<file path="config.mk">
export PLATFORM = sky130hd
export DESIGN_NAME = fp_serial_alu_seq
export DESIGN_NICKNAME = d
export VERILOG_FILES = /design/src/rtl/fp_serial_alu_seq.sv
export SDC_FILE = /design/constraint.sdc
export NUM_CORES = 1
export LEC_CHECK = 0
export CAP_MARGIN = 20
export CORE_ASPECT_RATIO = 1.1
export CORE_MARGIN = 3
export CORE_UTILIZATION = 50
export DETAILED_ROUTE_END_ITERATION = 6
export GPL_ROUTABILITY_DRIVEN = 0
export PLACE_DENSITY = 0.8
export SYNTH_ARGS = -nofsm -noshare
export SYNTH_HDL_FRONTEND = slang
export SYNTH_SLANG_ARGS = --single-unit
</file>
<file path="constraint.sdc">
create_clock -name clk -period 3.8 [get_ports clk]
set_input_delay 0.38 -clock clk [delete_from_list [all_inputs] [get_ports clk]]
set_output_delay 0.38 -clock clk [all_outputs]
set_load 0.005 [all_outputs]
</file>
<file path="src/rtl/fp_serial_alu_seq.sv">
// Byte-serial sequencer in front of the FP ALU core: loads A/B in BUS_W beats, runs one core op, streams R back.
// Optional macro STATUS_BYTE_EN appends a {zeros, flags} beat after the result.
module fp_serial_alu_seq #(
    parameter int OP_W    = 32,
    parameter int BUS_W   = 8,
    parameter int OPC_W   = 2,
    parameter int STATE_W = 4
) (
    input  logic               clk,
    input  logic               rst,
    input  logic [BUS_W-1:0]   in_data,
    input  logic               in_valid,
    input  logic [OPC_W-1:0]   opcode,
    input  logic               start,
    output logic [BUS_W-1:0]   out_data,
    output logic               out_valid,
    input  logic               out_ready,
    output logic               done,
    output logic               busy,
    output logic [STATE_W-1:0] state_out,
    output logic [OP_W-1:0]    core_a,
    output logic [OP_W-1:0]    core_b,
    output logic [OPC_W-1:0]   core_op,
    output logic               core_req,
    input  logic               core_ack,
    input  logic [OP_W-1:0]    core_result,
    input  logic [3:0]         core_flags
);
    localparam int BEATS = OP_W / BUS_W;
    localparam int CNT_W = $clog2(BEATS) + 1;

    typedef enum logic [2:0] {
        IDLE   = 3'd0,
        LOAD_A = 3'd1,
        LOAD_B = 3'd2,
        EXEC   = 3'd3,
        SEND   = 3'd4,
        STATUS = 3'd5,
        DONE   = 3'd6
    } state_t;

    state_t           state, state_next;
    logic [CNT_W-1:0] cnt;
    logic [OP_W-1:0]  a_reg, b_reg, r_reg;
    logic [OPC_W-1:0] opc_reg;
    logic             last_beat;
    logic             beat_fire;

`ifdef STATUS_BYTE_EN
    logic [3:0] flags_reg;
`else
    logic unused_flags;
    assign unused_flags = ^core_flags;
`endif

    assign last_beat = (cnt == CNT_W'(BEATS - 1));
    assign busy      = (state != IDLE);
    assign state_out = STATE_W'(state);
    assign core_a    = a_reg;
    assign core_b    = b_reg;
    assign core_op   = opc_reg;

    // Valid/ready: a beat moves on any cycle where the sender's valid and the receiver's ready are both high;
    // the sender holds its data unchanged until then. Operand input has no ready (in_valid alone moves a beat).
    always_comb begin
        state_next = state;
        beat_fire  = 1'b0;
        out_valid  = 1'b0;
        out_data   = '0;
        done       = 1'b0;
        core_req   = 1'b0;
        case (state)
            IDLE: begin
                if (start) state_next = LOAD_A;
            end
            LOAD_A: begin
                beat_fire = in_valid;
                if (in_valid && last_beat) state_next = LOAD_B;
            end
            LOAD_B: begin
                beat_fire = in_valid;
                if (in_valid && last_beat) state_next = EXEC;
            end
            EXEC: begin
                core_req = 1'b1;
                if (core_ack) state_next = SEND;
            end
            SEND: begin
                out_valid = 1'b1;
                out_data  = r_reg[int'(cnt)*BUS_W +: BUS_W];
                beat_fire = out_ready;
                if (out_ready && last_beat) begin
`ifdef STATUS_BYTE_EN
                    state_next = STATUS;
`else
                    state_next = DONE;
`endif
                end
            end
`ifdef STATUS_BYTE_EN
            STATUS: begin
                out_valid = 1'b1;
                out_data  = BUS_W'(flags_reg);
                if (out_ready) state_next = DONE;
            end
`endif
            DONE: begin
                done       = 1'b1;
                state_next = IDLE;
            end
            default: state_next = IDLE;
        endcase
    end

    always_ff @(posedge clk) begin
        if (rst) begin
            state   <= IDLE;
            cnt     <= '0;
            a_reg   <= '0;
            b_reg   <= '0;
            r_reg   <= '0;
            opc_reg <= '0;
`ifdef STATUS_BYTE_EN
            flags_reg <= '0;
`endif
        end else begin
            state <= state_next;
            // Beat index restarts on every state change so each phase counts from its own LSB beat.
            if (state_next != state) cnt <= '0;
            else if (beat_fire)      cnt <= cnt + CNT_W'(1);
            if (state == IDLE && start)       opc_reg <= opcode;
            if (state == LOAD_A && in_valid)  a_reg[int'(cnt)*BUS_W +: BUS_W] <= in_data;
            if (state == LOAD_B && in_valid)  b_reg[int'(cnt)*BUS_W +: BUS_W] <= in_data;
            if (state == EXEC && core_ack) begin
                r_reg <= core_result;
`ifdef STATUS_BYTE_EN
                flags_reg <= core_flags;
`endif
            end
        end
    end
endmodule

</file>
**Yosys cells after proc, flatten, opt, wreduce, memory -nomap -nowiden**

Index checks and enable logic that the tools add are counted.

- Reduce and logical (&&, ||, !) cells: 10
- Equal/unequal tests: 7
- Add/sub/neg operators: 2
- Order comparisons: 0
- Bitwise gates (word level): 0
- Mux-type cells: 13
- Shift operators: 3
- Multipliers: 0
- Div/mod/pow operators: 0

Operators with widths:

| operator | count |
|---|---|
| $bwmux W32 | 2 |
| $neg A6 Y33 | 1 |
| $shift A8 B33 Y32 const A | 1 |
| $shiftx A8 B33 Y32 | 1 |
| $shiftx A32 B7 Y8 | 1 |
| $mux W3 | 5 |
| $pmux W3 S5 | 1 |
| $eq A3 B2 Y1 const B | 3 |
| $mux W8 | 1 |
| $eq A3 B3 Y1 const B | 2 |
| $logic_and A1 B1 Y1 | 6 |
| $reduce_or A2 Y1 | 2 |
| $add A3 B1 Y3 const B | 1 |
| $eq A3 B1 Y1 const B | 1 |
| $logic_not A3 Y1 | 1 |
| $mux W1 | 3 |
| $ne A3 B3 Y1 | 1 |
| $reduce_bool A3 Y1 | 1 |
| $pmux W1 S2 | 1 |

- Bits in latches: 0
- Memory bits (read-only): 0
- RAM bits: 0
- Register bits after elaboration: 104
- Output and inout port bits: 82
- Memories: 0
- Logic and storage cells: 41

**Longest topological paths before layout**

- Word-level depth: 6
- Gate-level depth with buffers: 10
- Mapped depth without buffers: 7

**Worst setup path after synthesis**

Ideal clock, no wire load.

- Kind: register to register
- Start point: register cnt[1]
- End point: register a_reg[2] (netlist: core_a[2])
- Cell stages (with the launch flop): 10
- Arrival: 2.191 ns
- Clock period less this slack: 2.307 ns
- Slack: 1.493 ns
- Cell sequence: dfxtp_1 -> buf_1 -> inv_1 -> ha_1 -> ha_1 -> nor4b_1 -> nand3_1 -> buf_2 -> nand3b_1 -> o21ai_1

- Word-level cells in the longest chain between the ends: 3

RTL lines:

| what | RTL line | RTL |
|---|---|---|
| from (decl) | 43 | `logic [CNT_W-1:0] cnt;` |
| from (signal assigned) | 130 | `else if (beat_fire) cnt <= cnt + CNT_W'(1);` |
| $neg A6 Y33 * | 132 | `if (state == LOAD_A && in_valid) a_reg[int'(cnt)*BUS_W +: BUS_W] <= in_data;` |
| $shiftx A8 B33 Y32 / $shift A8 B33 Y32 (equally long branches) | 132 |  |
| $bwmux W32 * | 132 |  |
| to (signal, indexed assignment) | 132 |  |
| to (decl) | 44 | `logic [OP_W-1:0] a_reg, b_reg, r_reg;` |

Every way passes the cells marked *; elsewhere a longest branch is shown, timed or not.
A chain may end at the register's enable or synchronous reset.

**Worst setup path after layout**

- Start point: register state[2]
- End point: output port out_data[4]

- Word-level cells in the longest chain between the ends: 2

RTL lines:

| what | RTL line | RTL |
|---|---|---|
| from (decl) | 42 | `state_t state, state_next;` |
| from (signal assigned) | 127 | `state <= state_next;` |
| $eq A3 B3 Y1 | 72 | `case (state)` |
| $mux W8 | 72 |  |
| to (decl) | 15 | `output logic [BUS_W-1:0] out_data,` |

No other way between the ends.

==> results.md <==
- Status: finished, final reports clean
- CTS tree: done
- Worst Path Required: 3.42 ns
- Mapped Area: 4412 µm²
- Initial antenna violation count: 0
- IO Port Bufs: 128
- Arr. time, crit path: 2.70 ns
- Syn Nets: 578
- Post-Route Skew: 0.01013 ns
- Die area: 9987 µm²
- Peak supply drop: 0.2313 mV
- Initial Util: 0.5193
- Complex-gate fraction of the synthesized area: 0.1307
- Slew @ Worst Pin: 1.035 ns
- CTS Hold Bufs: 0
- Top cells by count, synth: nand2_1 (122), dfxtp_1 (104), a21oi_1 (80), nand3_1 (55), buf_2 (17)
- Hpwl dp: 8188 µm
- Gate Count Post-Synth: 520
- CTS H-tree lvls: 3
- First DRT Iteration DRCs: 221
- Post-Route WL: 11470 µm
- Tot Pwr: 0.001940 W
- Max-Cap Viols: 0
- R2R depth: 7
- Leading area contributor after synthesis: dfxtp_1
- Crit. End Element: primary output
- Die height: 104.5 µm
- Postcts setup bufs: 0
- Vias in the first global route: 3826
- Layout Nets: 679
- Seq cells post-synth: 104
- Vias: 4070
- Post-synthesis sequential area ratio: 0.4719
- Antenna cell count: 0
- DRC: 0
- Grt ovf: 0
- Startpoint types: flop
- Share of synthesized flip-flops with an asynchronous set or reset: 0
- Fmax: 325.0 MHz
- PD cells: 330.9 nW/µm²
- FP Rows: 35
- Setup-failing EPs final: 0
- Post-synthesis mux area share: 0.05757
- Synth area leaders: dfxtp_1 (47%), nand2_1 (10%), a21oi_1 (9.1%)
- Antenna Nets Post-Route: 0
- Synthesis Warnings: 0
- Crit path kind: flop to primary output
- Post-synth top flop: dfxtp_1
- Combinational family with the most area after synthesis: simple AND/OR/NAND/NOR gates
- Die Wd: 95.56 µm
- Drt pass-1 iters: 5
- Core area: 8496 µm²
- Worst min path class: flop to flop
- Reg2reg end: core_b[6]
- Largest net degree at the start of global routing: 60
- Adder-Cell Fraction of Synth Area: 0.01702
- TritonCTS Buffers: 9
- CTS sink count: 104
- Unrepaired setup endpoints after global routing: no
- Simple-gate portion of the synthesized area: 0.2655
- Reg2reg start: cnt[1]
- Unique masters post-synth: 50
- Post-layout minimum cycle time: 3.077 ns
- Vias/cell: 5.530
- Worst skew pair latency: 0.35 ns
- Synthesis-to-finish area growth: 32.90%
- Mean routed wirelength per cell: 15.58 µm
- Synth top area share: 0.4719
- First-pass GRT wire length: 18410 µm
- Mean post-synth cell area: 8.484 µm²
- Placed Instances: 720
- GRT Overall Usage: 0.2285
- Pleak: 1.930 nW
- Hold Crit Start: r_reg[28]
- PostCTS Resize Cnt: 0
- XOR/XNOR Fraction of Synth Area: 0.003971
- Share of layout cells above drive strength 1: 0.06080
- # fillers: 707
- Final WS setup: 0.7228 ns
- Hold endpoint: r_reg[28]
- Clock transition at path regs: 0.09 ns
- Slew headroom: 0.3099
- Pre-CTS WS: 0.7984 ns
- Fin cells: 736
- Top-count cell post-synth: nand2_1
- Clock Path Buffers: 2
- Fin. max-slew vios: 0
- Setup TNS: 0 ns
- Period utilisation layout: 0.8098
- Post-synth EDFFs: 0
- Maximum fanout along the worst path: 16
- Final Hold Viols: 0
- Boundary Pins: 134
- R2R Setup Slk: 0.78 ns
- Root buffer cell: clkbuf_8
- Worst hold stages: 2
-- cells in the final DEF, fill, tap and decap left out, types with 3 or more instances in the layout --
cell type,instances
nor2_1,13
nand3b_1,13
dfxtp_1,104
inv_1,5
a21oi_1,80
clkdlybuf4s50_1,127
or3_1,3
clkbuf_8,10
nor2b_1,9
mux2i_1,7
nand3_1,55
o21ai_1,12
ha_1,6
and3_1,7
nand2_1,122
mux4_2,7
-- area by class of cell --
class                   instances  area, µm²  area share
repair buffers                131       1319      0.2249
clock buffers                  11      141.4     0.02411
inverters                       6      22.52    0.003841
clock inverters                 4      55.05    0.009390
flip-flops and latches        104       2082      0.3551
well taps                     111      138.9     0.02369
multi-input cells             369       2105      0.3589
-- worst max-delay path by stage --
stage / start / end / slack, ns / cells after the start
after floorplan: cnt[1] / core_a[2] / 1.49 / 9
after global placement: cnt[1] / core_a[6] / 0.89 / 7
after detailed placement: cnt[1] / core_b[6] / 0.80 / 7
after CTS: state[2] / out_data[4] / 0.70 / 4
after global routing: cnt[1] / core_b[7] / 0.46 / 7
final: state[2] / out_data[4] / 0.72 / 4
-- power by group --
group / internal, W / total (W) / switching [W] / leakage [nW]
clock network: 0.000322 / 0.000685 / 0.000363 / 0.0956
registers: 0.00110 / 0.00110 / 0.00000770 / 0.838
logic: 0.0000769 / 0.000152 / 0.0000751 / 0.996
total: 0.00149 / 0.00194 / 0.000446 / 1.93
-- worst max-delay path, stage by stage (launching register included) --
cell,delay (ns)
dfxtp_1,0.66
inv_1,0.19
or4_1,0.73
nor2b_1,0.22
clkdlybuf4s50_1,0.53
-- cell families after synthesis --
kind of cell / after synthesis
simple gates: 240
fa+ha+maj: 6
compound gates: 105
flops: 104
xor+xnor: 2
mux: 15
buf+inv: 47
other cells: 1
-- per-layer routing --
| metal | GRT usage | share of wire | up-vias |
|---|---|---|---|
| met3 | 0.03907 | 0.079 | 19 |
| li1 | - | - | 1982 |
| met2 | 0.3999 | 0.51 | 170 |
| met1 | 0.2838 | 0.39 | 1899 |
| met5 | 0 | 0 | - |
| met4 | 0.06301 | 0.016 | 0 |
-- through the flow --
step           hold WS, ns    util  area [µm²]
2_1_floorplan       0.4315       -        4412
3_3_place_gp        0.4381  0.6638        5639
4_1_cts             0.4591  0.6869        5836
3_5_place_dp        0.4459  0.6638        5639
5_1_grt             0.4751  0.6901        5863
6_report            0.4563  0.6901        5863
No activity file was read; power rests on OpenSTA's default activity.
